## config.mk

```make
export PLATFORM = sky130hd
export DESIGN_NAME = game_timer_ctrl
export DESIGN_NICKNAME = d
export VERILOG_FILES = /design/src/rtl/game_timer_pkg.sv /design/src/rtl/game_timer_ctrl_sec_prescaler.sv /design/src/rtl/game_timer_ctrl.sv
export SDC_FILE = /design/constraint.sdc
export NUM_CORES = 1
export LEC_CHECK = 0
export ABC_CLOCK_PERIOD_IN_PS = 15900
export BUFFER_PORTS_ARGS = -buffer_cell sky130_fd_sc_hd__buf_2
export CAP_MARGIN = 20
export CORE_MARGIN = 4
export CORE_UTILIZATION = 55
export CTS_CLUSTER_DIAMETER = 30
export DETAILED_ROUTE_END_ITERATION = 12
export GPL_ROUTABILITY_DRIVEN = 0
export HOLD_SLACK_MARGIN = 0.03
export PLACE_DENSITY = 0.73
export SLEW_MARGIN = 0
export SYNTH_ARGS = -nofsm -noshare
export SYNTH_HDL_FRONTEND = slang
export SYNTH_HIERARCHICAL = 1
export SYNTH_SLANG_ARGS = --single-unit
```

## constraint.sdc

```tcl
create_clock -name clk -period 15.9 [get_ports clk]
set_clock_uncertainty 0.15 [all_clocks]
set_input_delay 0 -clock clk [delete_from_list [all_inputs] [get_ports clk]]
set_output_delay 0 -clock clk [all_outputs]
set_load 0.005 [all_outputs]
```

## src/rtl/game_timer_pkg.sv

```systemverilog
// Shared types and helpers for the game level countdown timer.
package game_timer_pkg;

  localparam int SECS_W = 7;

  typedef enum logic [1:0] {
    IDLE    = 2'd0,
    RUNNING = 2'd1,
    PAUSED  = 2'd2,
    EXPIRED = 2'd3
  } timer_state_t;

  typedef logic [3:0] bcd_digit_t;

  typedef struct packed {
    bcd_digit_t tens;
    bcd_digit_t ones;
  } bcd2_t;

  // Repeated subtraction keeps the conversion free of dividers; inputs never exceed 99.
  function automatic bcd2_t to_bcd2(input logic [SECS_W-1:0] value);
    bcd2_t res;
    logic [SECS_W-1:0] rem;
    res.tens = '0;
    rem = value;
    for (int i = 0; i < 9; i++) begin
      if (rem >= SECS_W'(10)) begin
        rem = rem - SECS_W'(10);
        res.tens = res.tens + 4'd1;
      end
    end
    res.ones = bcd_digit_t'(rem);
    return res;
  endfunction

endpackage

```

## src/rtl/game_timer_ctrl_sec_prescaler.sv

```systemverilog
// One-second prescaler: counts enabled cycles and flags the last cycle of each game second.
module sec_prescaler #(
  parameter int TICKS_PER_SEC = 31_500_000,
  localparam int CW = (TICKS_PER_SEC > 1) ? $clog2(TICKS_PER_SEC) : 1
) (
  input  logic          clk,
  input  logic          reset,
  input  logic          clear,
  input  logic          enable,
  output logic          terminal,
  output logic [CW-1:0] count
);

  assign terminal = (count == CW'(TICKS_PER_SEC - 1));

  // A disabled counter simply holds, which is what preserves a partial second across a pause.
  always_ff @(posedge clk) begin
    if (reset || clear) begin
      count <= '0;
    end else if (enable) begin
      count <= terminal ? '0 : count + CW'(1);
    end
  end

endmodule

```

## src/rtl/game_timer_ctrl.sv

```systemverilog
// Level countdown controller: sequences the second prescaler and drives HUD/time-up outputs.
// Optional bonus-time input enabled by defining GAME_TIMER_BONUS_EN.
module game_timer_ctrl
  import game_timer_pkg::*;
#(
  parameter int TICKS_PER_SEC   = 31_500_000,
  parameter int MAX_SECONDS     = 99,
  parameter int DEFAULT_SECONDS = 60,
  parameter int WARN_SECONDS    = 10
) (
  input  logic              clk,
  input  logic              reset,
`ifdef GAME_TIMER_BONUS_EN
  input  logic              add_valid,
  input  logic [3:0]        add_seconds,
`endif
  input  logic              start,
  input  logic [SECS_W-1:0] load_seconds,
  input  logic              pause_req,
  input  logic              resume_req,
  output logic [SECS_W-1:0] secs_left,
  output bcd_digit_t        secs_tens,
  output bcd_digit_t        secs_ones,
  output logic              running,
  output logic              paused,
  output logic              sec_tick,
  output logic              warning,
  output logic              time_up,
  output logic              expired
);

  localparam logic [SECS_W:0]   MAX_WIDE = (SECS_W + 1)'(MAX_SECONDS);
  localparam logic [SECS_W-1:0] MAX_SECS = SECS_W'(MAX_SECONDS);

  timer_state_t      state, state_next;
  logic              terminal;
  logic              tick_now;
  logic              expire_now;
  logic [SECS_W-1:0] load_val;
  logic [SECS_W-1:0] secs_next;
  logic [SECS_W:0]   secs_sum;
  bcd2_t             bcd_next;
  logic              running_next, paused_next, warning_next, expired_next;

  sec_prescaler #(
    .TICKS_PER_SEC(TICKS_PER_SEC)
  ) u_prescaler (
    .clk     (clk),
    .reset   (reset),
    .clear   (start),
    .enable  ((state == RUNNING) && !pause_req && !start),
    .terminal(terminal),
    .count   ()
  );

  // A pending pause or restart always beats the terminal count.
  assign tick_now = (state == RUNNING) && terminal && !pause_req && !start;

  always_ff @(posedge clk) begin
    if (reset) begin
      state     <= IDLE;
      secs_left <= '0;
      secs_tens <= '0;
      secs_ones <= '0;
      running   <= 1'b0;
      paused    <= 1'b0;
      sec_tick  <= 1'b0;
      warning   <= 1'b0;
      time_up   <= 1'b0;
      expired   <= 1'b0;
    end else begin
      state     <= state_next;
      secs_left <= secs_next;
      secs_tens <= bcd_next.tens;
      secs_ones <= bcd_next.ones;
      running   <= running_next;
      paused    <= paused_next;
      sec_tick  <= tick_now;
      warning   <= warning_next;
      time_up   <= expire_now;
      expired   <= expired_next;
    end
  end

  always_comb begin
    state_next = state;
    if (start) begin
      state_next = RUNNING;
    end else begin
      unique case (state)
        RUNNING: begin
          if (pause_req) state_next = PAUSED;
          else if (expire_now) state_next = EXPIRED;
        end
        PAUSED:  if (resume_req) state_next = RUNNING;
        default: state_next = state;
      endcase
    end
  end

  // Bonus time and the decrement combine in one sum so a last-second pickup can rescue the level.
  always_comb begin
    load_val = (load_seconds == '0) ? SECS_W'(DEFAULT_SECONDS) : load_seconds;
    if (load_val > MAX_SECS) load_val = MAX_SECS;

    secs_sum = {1'b0, secs_left};
`ifdef GAME_TIMER_BONUS_EN
    if (add_valid && !start && ((state == RUNNING) || (state == PAUSED)))
      secs_sum = secs_sum + {{(SECS_W - 3){1'b0}}, add_seconds};
`endif
    if (tick_now) secs_sum = secs_sum - (SECS_W + 1)'(1);
    if (secs_sum > MAX_WIDE) secs_sum = MAX_WIDE;

    secs_next  = start ? load_val : secs_sum[SECS_W-1:0];
    expire_now = tick_now && (secs_next == '0);

    bcd_next     = to_bcd2(secs_next);
    running_next = (state_next == RUNNING);
    paused_next  = (state_next == PAUSED);
    expired_next = (state_next == EXPIRED);
    warning_next = (running_next || paused_next) && (secs_next != '0) &&
                   (secs_next <= SECS_W'(WARN_SECONDS));
  end

endmodule

```

* After elaboration in Yosys (flattened, before gate mapping)
Cells that the tools add are included.
** Storage, ports and cells
- Register bits after elaboration :: 48
- Bits in latches :: 0
- Memory bits (writable) :: 0
- ROM bits :: 0
- Bits of input ports :: 12
- Output and inout port bits :: 21
- Logic and storage cells :: 92
- Memories :: 0
** Operators by class
- Add/sub/neg operators :: 19
- Multiply operators :: 0
- Div/mod/pow operators :: 0
- $lt $le $gt $ge :: 12
- Eq/ne operators :: 6
- Shift operators :: 0
- Mux-type cells :: 29
- Bitwise gates (word level) :: 0
- Reductions and logical operators :: 15
** Operators by type and width (number)
- $mux 7 :: 12
- $ge 7x4->1 const B :: 9
- $sub 7x4->7 const B :: 8
- $mux 4 :: 9
- $add 4x1->4 const B :: 8
- $add 25x1->25 const B :: 1
- $eq 25x25->1 const B :: 1
- $mux 25 :: 1
- $logic_not 7->1 :: 2
- $gt 8x7->1 const B :: 1
- $logic_and 1x1->1 :: 8
- $mux 2 :: 4
- $mux 8 :: 1
- $sub 7x1->8 const B :: 1
- $gt 7x7->1 const B :: 1
- $le 7x4->1 const B :: 1
- $reduce_bool 7->1 :: 1
- $eq 2x2->1 const B :: 3
- $eq 2x1->1 const B :: 2
- $pmux 2 s2 :: 1
- $sub 4x4->4 const B :: 1
- $logic_not 1->1 :: 2
- $logic_or 1x1->1 :: 2
- $mux 1 :: 1

* Longest topological paths before layout
Gate-level depths: netlist of run 1.
- Depth in word-level cells :: 26
- Depth in mapped cells :: 75
- Mapped depth without buffers :: 71

* By module
Netlist of run 1, hierarchy kept.
** Modules (own cells, without submodules)
- game_timer_ctrl :: times used 1, cells an instance 545, area each 4214.0 µm², sequential area each 440.4 µm²
- sec_prescaler :: times used 1, cells an instance 156, area each 1307.5 µm², sequential area each 500.5 µm²

* Least setup slack after synthesis of run 1
Ideal clock, no wire load.
- Path type :: register to register
- Start point :: register u_prescaler.count[16]
- End point :: register secs_tens[3]
- Setup time :: 0.121 ns
- Arrival time :: 13.350 ns
- Data required time :: 15.629 ns
- Setup slack :: 2.278 ns
- Cell stages (with the launch flop) :: 68
- Path buffers :: 4
- Period minus slack after synthesis :: 13.622 ns
- Cell sequence :: dfxtp_1 -> or4b_1 -> or4_1 -> buf_4 -> nor2_1 -> nor4bb_1 -> clkbuf_1 -> a31oi_1 -> o2111a_2 -> o32ai_2 -> inv_2 -> ha_1 -> nor2b_1 -> a221o_1 -> o221ai_1 -> nand3_2 -> a21oi_1 -> ha_1 -> (+32 left out) -> mux2i_1 -> ha_1 -> nand2_1 -> nand4b_2 -> mux2_4 -> a22o_1 -> nand2b_1 -> buf_4 -> mux2i_1 -> ha_1 -> a22oi_2 -> o21ai_1 -> xnor2_1 -> ha_1 -> o221ai_2 -> a21o_1 -> a2bb2oi_2 -> mux2_4
** On the way
- Cells in the longest elaborated chain, start to end :: 26
- Elaborated cells between the ends (all ways) :: 50
- Those cells by class :: add/sub (16); order compare (10); eq/ne (1); mux (20); reduce/logical (3)
** RTL lines
- start, declared :: line game_timer_ctrl_sec_prescaler.sv:11 : output logic [CW-1:0] count
- start signal, assigned :: line game_timer_ctrl_sec_prescaler.sv:21 : count <= terminal ? '0 : count + CW'(1);
- $eq 25x25->1 * :: line game_timer_ctrl_sec_prescaler.sv:14 : assign terminal = (count == CW'(TICKS_PER_SEC - 1));
- via terminal :: line game_timer_ctrl.sv:36 : logic terminal;
- $logic_and 1x1->1 * (3 in a row) :: line game_timer_ctrl.sv:57 : assign tick_now = (state == RUNNING) && terminal && !pause_req && !start;
- $mux 8 * :: line game_timer_ctrl.sv:111 : if (tick_now) secs_sum = secs_sum - (SECS_W + 1)'(1);
- $gt 8x7->1 :: line game_timer_ctrl.sv:112 : if (secs_sum > MAX_WIDE) secs_sum = MAX_WIDE;
- $mux 7 * :: line game_timer_ctrl.sv:112
- $mux 7 * :: line game_timer_ctrl.sv:114 : secs_next = start ? load_val : secs_sum[SECS_W-1:0];
- $sub 7x4->7 / $ge 7x4->1 (equally long branches) :: line game_timer_pkg.sv:28, game_timer_pkg.sv:27
- (+9 left out)
- $sub 7x4->7 (tied with other cells) :: line game_timer_pkg.sv:28 : rem = rem - SECS_W'(10);
- $mux 7 / $mux 4 (equally long branches) :: line game_timer_pkg.sv:27 : if (rem >= SECS_W'(10)) begin
- $sub 7x4->7 (tied with other cells) :: line game_timer_pkg.sv:28
- $mux 7 / $mux 4 (equally long branches) :: line game_timer_pkg.sv:27
- $sub 7x4->7 (tied with other cells) :: line game_timer_pkg.sv:28
- $mux 7 / $mux 4 (equally long branches) :: line game_timer_pkg.sv:27
- $ge 7x4->1 / $add 4x1->4 (equally long branches) :: line game_timer_pkg.sv:27, game_timer_pkg.sv:29
- $mux 4 * :: line game_timer_pkg.sv:27
- end signal, assigned :: line game_timer_ctrl.sv:74 : secs_tens <= bcd_next.tens;
- end, declared :: line game_timer_ctrl.sv:22 : output bcd_digit_t secs_tens,
Mark *: on every way through the listed nets, which the timed path passes. The rest lies on a longest branch.
A chain may end at the register's enable or synchronous reset.

* Worst setup path in the final report of run 1
- Start point :: register u_prescaler.count[15]
- End point :: register secs_tens[3]
The elaborated chain is that of the path after synthesis.

==> summary.md, run 1 <==
| Metric | Value |
|---|---|
| Register area | `around 940 sq um` |
| Fmax | `~67 MHz` |
| Critical path endpoint | `secs_tens[3]` |
| Final Non-Filler Cells | `between 800 and 900` |
| Worst R2R End | `secs_tens[3]` |
| Cells after DPL | `between 800 and 900` |
| Hold/Removal Path Class | `in -> reg` |
| Htree depth | `2` |
| Dominant cell type by area after synthesis | `dfxtp_1` |
| WL final | `around 14000 microns` |
| Rows | `36` |
| Predominant post-synthesis flop cell | `dfxtp_1` |
| Final setup fails | `0` |
| Area grow syn2layout | `6.48%` |
| Die span in y | `roughly 110 microns` |
| Min Tclk post-route | `approximately 15 ns` |
| Synth Net Count | `about 740` |
| Post-synth EDFFs | `0` |
| Pre-CTS setup slack | `about 0.49 ns` |
| DR vias/cell | `around 6.6` |
| Cell Area, Synth | `5520 sq um` |
| Synth top area share | `17.0%` |
| Layout cells sized above 1 | `a little under a fifth` |
| Total die area | `11700 sq um` |
| Max-cap violations | `0` |
| Final Worst Setup Slack | `~1.0 ns` |
| Core Box Area | `roughly 10000 sq um` |
| First-pass GRT wire length | `approximately 24000 microns` |
| Flop-to-flop setup slack | `between 1 and 1.5 ns` |
| R2R cell count | `65` |
| HPWL Detailed | `around 11000 microns` |
| Slew HR | `a little under half` |
| Synth top area cells | `dfxtp_1 (17%), ha_1 (5.9%), nor2_1 (4.8%), a21oi_1 (4.4%), nand2_1 (3.6%)` |
| Critical path startpoint | `u_prescaler/count[15]` |
| Status | `finished, final reports clean` |
| Maximum clock insertion buffer count | `2` |
| Inserted Diodes | `0` |
| Peak fanout along the critical path | `12` |
| Clock sinks | `between 40 and 50` |
| Global route overflow | `0` |
| Crit share post-route | `between 90% and 100%` |
| IO Port Bufs | `32` |
| Fill cells | `878` |
| Syn Area/Cell | `approximately 8 sq um` |
| Critical path required time | `between 15 and 20 ns` |
| Fin nets | `between 700 and 800` |
| Wire per inst | `between 15 and 20 microns` |
| Asr flop ratio synth | `0%` |
| WS Path Type | `reg -> reg` |
| Clock Latency Late Sink | `0.30 ns` |
| Endpoints failing hold | `0` |
| Most common cell after layout, fill and taps aside | `nor2_1` |
| Commonest non-fill, non-tap cells in the layout | `nor2_1 (70), nand2_1 (53), a21oi_1 (48), dfxtp_1 (47), buf_2 (32)` |
| Width of the die | `roughly 110 microns` |
| Reg clk slew, reported paths | `roughly 0.090 ns` |
| Vias in the first global route | `~5200` |
| Yosys reg bits | `47` |
| Starting Density | `between 50% and 60%` |
| Critical-path top delay cell | `or4_4` |
| Startpoint types | `flip-flop` |
| Unique masters post-synth | `between 100 and 150` |
| FF-to-FF Start | `u_prescaler/count[15]` |
| Pre-antenna DRT Iters | `6` |
| Most frequent CP cell | `ha_1` |
| Via count | `~5600` |
| Pin count of the biggest net entering global routing | `25` |
| Seq/Total Area, Yosys | `roughly 17%` |
| Yosys Warn Count | `6` |
| Io pins | `33` |
| Multi-input gate area | `~4400 sq um` |
| Critical Path AT | `between 10 and 15 ns` |
| Clk root buf | `clkbuf_8` |
| Antenna violations before repair | `0` |
| Antenna-violating nets left | `0` |
| Syn Inst Count | `around 700` |
| CTS Buf Count | `5` |
| CTS tree | `done` |
| 1st-iter DRT viols | `approximately 370` |
| Worst slew pin tran | `roughly 0.80 ns` |
| Critical path endpoint category | `flip-flop` |
| Remaining DRCs | `0` |
| Max incr delay on CP | `approximately 0.63 ns` |
| Total GRT Usage | `a little under a quarter` |
| Max-slew violations | `0` |
## critical path: cells and delay by family, from the launching register on
| kind | cells | cell delay, ns |
|---|---|---|
| and+or+nand+nor | 22 | 5.15 |
| AOI/OAI and AO/OA | 21 | 4.43 |
| adders and majority gates | 9 | 1.99 |
| muxes | 4 | 1.16 |
| buffers and inverters | 6 | 0.77 |
| xor gates and xnor gates | 3 | 0.65 |
| DFF | 1 | 0.47 |
## final cells by class
| type | count | share of cell area (%) |
|---|---|---|
| sequential | 47 | 16.0 |
| multi-input combinational | 600 | 74.4 |
| clock inverter | 2 | 0.234 |
| tap | 133 | 2.83 |
| timing repair buffer | 36 | 3.28 |
| clock buffer | 5 | 1.17 |
| inverter | 33 | 2.13 |
## Yosys cell counts (11+ instances only)
library cell,instances
nor3_1,18
o21ai_1,11
a31oi_1,17
a21oi_1,49
inv_1,28
or3_1,13
ha_1,26
and3_1,11
nor2_1,70
and2_1,11
o21ai_0,24
or4_1,12
nand3_1,30
nand2_1,53
dfxtp_1,47
xnor2_1,22
## state kept, by name, indices dropped and copies added (netlist names)
name	flops
u_prescaler/count	25
expired	1
secs_left	7
state	2
paused	1
secs_ones	3
running	1
sec_tick	1
time_up	1
warning	1
secs_tens	4
## worst min path at each step
stage,startpoint,endpoint,slack (ns),depth (start not counted)
after global routing,pause_req,sec_tick,0.08,3
final,load_seconds[6],secs_left[6],0.04,4
after CTS,load_seconds[6],secs_left[6],0.03,4
after detailed placement,secs_ones[1],secs_ones[1],0.23,1
after floorplan,reset,warning,0.009,2
after global placement,secs_ones[1],secs_ones[1],0.23,1
## metal layers
metal  track usage [%]  routed length [microns]  up-vias
met5                 0                        0        -
li1                  -                        -     2731
met3              1.73                      695       23
met1              30.6                     6100     2656
met2              41.8                     6890      200
met4              7.57                      277        0
## through the flow
stage                     area, sq um  hold WS (ns)  utilization (%)  TNS (ns)
final                            5880        0.0431             60.2         0
after CTS                        5830        0.0330             59.7         0
after floorplan                  5520       0.00878                -         0
after global routing             5880        0.0766             60.2   -0.0434
after global placement           5740         0.228             58.7         0
after detailed placement         5740         0.226             58.7         0
## cell families after synthesis
kind of cell             Yosys count  share of synthesized area [%]
XOR/XNOR                          38                           6.98
multiplexers                      13                           2.99
AND/OR/NAND/NOR                  290                           29.2
adder cells (fa/ha/maj)           26                           5.89
AO/OA/AOI/OAI                    233                           33.4
buffers and inverters             54                           4.53
flip-flops                        47                           17.0
## repair_timing
item	in CTS	in global routing
setup buffers	0	1
gates resized for setup	0	10
endpoints found under the setup margin	0	7
hold buffers	1	0
hold endpoints to repair	16	0
Power of run 1 is left out: the tool's default activity adds up to more than one toggle a clock period on the data nets, which glitch-free logic cannot reach.
==> inputs of run 2 (changes only) <==
--- a/config.mk
+++ b/config.mk
@@ -15,6 +15,7 @@
 export GPL_ROUTABILITY_DRIVEN = 0
 export HOLD_SLACK_MARGIN = 0.03
 export PLACE_DENSITY = 0.73
+export REMOVE_ABC_BUFFERS = 1
 export SLEW_MARGIN = 0
 export SYNTH_ARGS = -nofsm -noshare
 export SYNTH_HDL_FRONTEND = slang
==> run 2 against run 1 <==
Against the previous run:
- critical path depth is 1 lower
- largest cell class unchanged
- global-route usage decreased by 0.062 points
- final area rose by 0.36%
- die area unchanged
- highest routed layer unchanged
- via count up 0.70%
==> summary.md, run 2 (synthesized netlist as in run 1, its figures left out) <==
| Metric | Value |
|---|---|
| IO Port Bufs | `32 (unchanged)` |
| Pre-CTS setup slack | `0.530 ns (+0.0441 ns)` |
| Width of the die | `108 microns (unchanged)` |
| Worst hold start | `load_seconds[6]` |
| Global route overflow | `0 (unchanged)` |
| Top reg by flops | `u_prescaler/count` |
| Rows | `36 (unchanged)` |
| CTS Buf Count | `5 (unchanged)` |
| Clock sinks | `47 (unchanged)` |
| Pre-antenna DRT Iters | `5 (-1)` |
| Remaining DRCs | `0 (unchanged)` |
| Via count | `5649 (+0.70%)` |
| Max FFs per register | `25 (unchanged)` |
| Fmax | `67.8 MHz (+0.81%)` |
| Inserted Diodes | `0 (unchanged)` |
| Starting Density | `56.5% (unchanged)` |
| Fin nets | `761 (unchanged)` |
| Pin count of the biggest net entering global routing | `25 (unchanged)` |
| Most frequent CP cell | `ha_1` |
| Commonest non-fill, non-tap cells in the layout | `nor2_1 (70), nand2_1 (53), a21oi_1 (49), dfxtp_1 (47), buf_2 (32)` |
| Endpoints failing hold | `0 (unchanged)` |
| Vias in the first global route | `5099 (-2.8%)` |
| Worst path buffer plus inverter count | `6 (unchanged)` |
| Slew HR | `41.1% (-4.8 points)` |
| Critical Path AT | `14.80 ns (-0.12 ns)` |
| Min Tclk post-route | `14.75 ns (-0.120 ns)` |
| Htree depth | `2 (unchanged)` |
| WS Path Type | `reg -> reg` |
| Worst slew pin tran | `0.872 ns (+0.0708 ns)` |
| Critical-path top delay cell | `or4_4` |
| Critical path's top delay family | `simple AND/OR/NAND/NOR gates` |
| Antenna violations before repair | `0 (unchanged)` |
| Layout cells sized above 1 | `18.2% (-0.16 points)` |
| Critical path endpoint | `secs_tens[3]` |
| Final Worst Setup Slack | `1.15 ns (+0.120 ns)` |
| Area grow syn2layout | `6.87%` |
| Peak fanout along the critical path | `12 (unchanged)` |
| Critical path required time | `15.95 ns (about the same)` |
| HPWL Detailed | `10800 microns (+0.45%)` |
| Max-slew violations | `0 (unchanged)` |
| Antenna-violating nets left | `0 (unchanged)` |
| Largest regs | `u_prescaler/count: 25 flops, secs_left: 7 flops, secs_tens: 4 flops` |
| Max incr delay on CP | `0.63 ns (about the same)` |
| Critical path startpoint | `u_prescaler/count[15]` |
| WL final | `14100 microns (+0.92%)` |
| Io pins | `33 (unchanged)` |
| CTS tree | `done` |
| First-pass GRT wire length | `23400 microns (-1.7%)` |
| Final hold slack | `0.0552 ns (+0.0122 ns)` |
| Critical path endpoint category | `flip-flop` |
| Flop-to-flop setup slack | `1.15 ns (+0.12 ns)` |
| Total GRT Usage | `23.6% (-0.062 points)` |
| Register area | `941 sq um (unchanged)` |
| Maximum clock insertion buffer count | `2 (unchanged)` |
| Final setup TNS | `0 ns (unchanged)` |
| Status | `finished, final reports clean` |
| FF-to-FF Start | `u_prescaler/count[15]` |
| Crit share post-route | `92.8% (-0.76 points)` |
| Worst R2R End | `secs_tens[3]` |
| Hold/Removal Path Class | `in -> reg` |
| Total die area | `11700 sq um (unchanged)` |
| Clk root buf | `clkbuf_8` |
| Most common cell after layout, fill and taps aside | `nor2_1` |
| Clock Latency Late Sink | `0.31 ns (about the same)` |
| Final setup fails | `0 (unchanged)` |
| Multi-input gate area | `4380 sq um (+0.11%)` |
| Startpoint types | `flip-flop` |
| Core Box Area | `9770 sq um (unchanged)` |
| Max-cap violations | `0 (unchanged)` |
| Levels on crit path | `64 (-1.5%)` |
| Fill cells | `910 (+3.6%)` |
| 1st-iter DRT viols | `364 (-2.7%)` |
| DR vias/cell | `6.59 (+0.58%)` |
| Reg clk slew, reported paths | `0.09 ns (about the same)` |
| Die span in y | `108 microns (unchanged)` |
| Wire per inst | `16.4 microns (+0.81%)` |
| RSZ-0062 raised after global routing | `false` |
| R2R cell count | `64 (-1.5%)` |
## run 2: worst min-delay path by stage
| stage | endpoint | cells after the start | slack (ns) |
|---|---|---|---|
| 3_5_place_dp | secs_ones[3] | 1 | 0.23 |
| 4_1_cts | secs_left[6] | 4 | 0.03 |
| 2_1_floorplan | secs_ones[3] | 1 | -0.08 |
| 3_3_place_gp | secs_ones[2] | 1 | 0.23 |
| 5_1_grt | secs_left[6] | 4 | 0.07 |
| 6_report | secs_left[6] | 4 | 0.06 |
## run 2: cell type report
cell class	instances	area share [%]
Inverter	33	2.12
Tap cell	133	2.82
Clock inverter	2	0.276
Clock buffer	6	1.40
Timing Repair Buffer	36	3.27
Sequential cell	47	15.9
Multi-Input combinational cell	600	74.2
## run 2: timing repair
action                                  4_1_cts  5_1_grt
buffers inserted                              0        1
hold buffers                                  1        0
endpoints found under the setup margin        0        7
gates resized for setup                       0        9
hold endpoints to repair                     15        0
## run 2: worst reg2reg max path: cells and delay by family, from the launching register on
family / cells / cell delay [ns]
fa+ha+maj: 9 / 2.09
flops: 1 / 0.45
mux: 4 / 1.14
simple gates: 23 / 5.41
xor+xnor: 2 / 0.55
buf+inv: 6 / 0.66
compound gates: 20 / 4.20
## run 2: metal layers
layer | GRT usage [%] | up-vias | share of wire (%)
met4 | 8.21 | 0 | 2.0
met1 | 30.5 | 2664 | 44
met3 | 2.63 | 25 | 5.7
li1 | - | 2752 | -
met2 | 40.9 | 208 | 48
met5 | 0 | - | 0
## run 2: through the flow
step	cells	cell area, sq um	utilization [%]
2_1_floorplan	680	5400	-
3_3_place_gp	847	5740	58.7
3_5_place_dp	847	5740	58.7
4_1_cts	856	5850	59.8
5_1_grt	857	5900	60.4
6_report	857	5900	60.4
Power of run 2 is left out for the same reason.
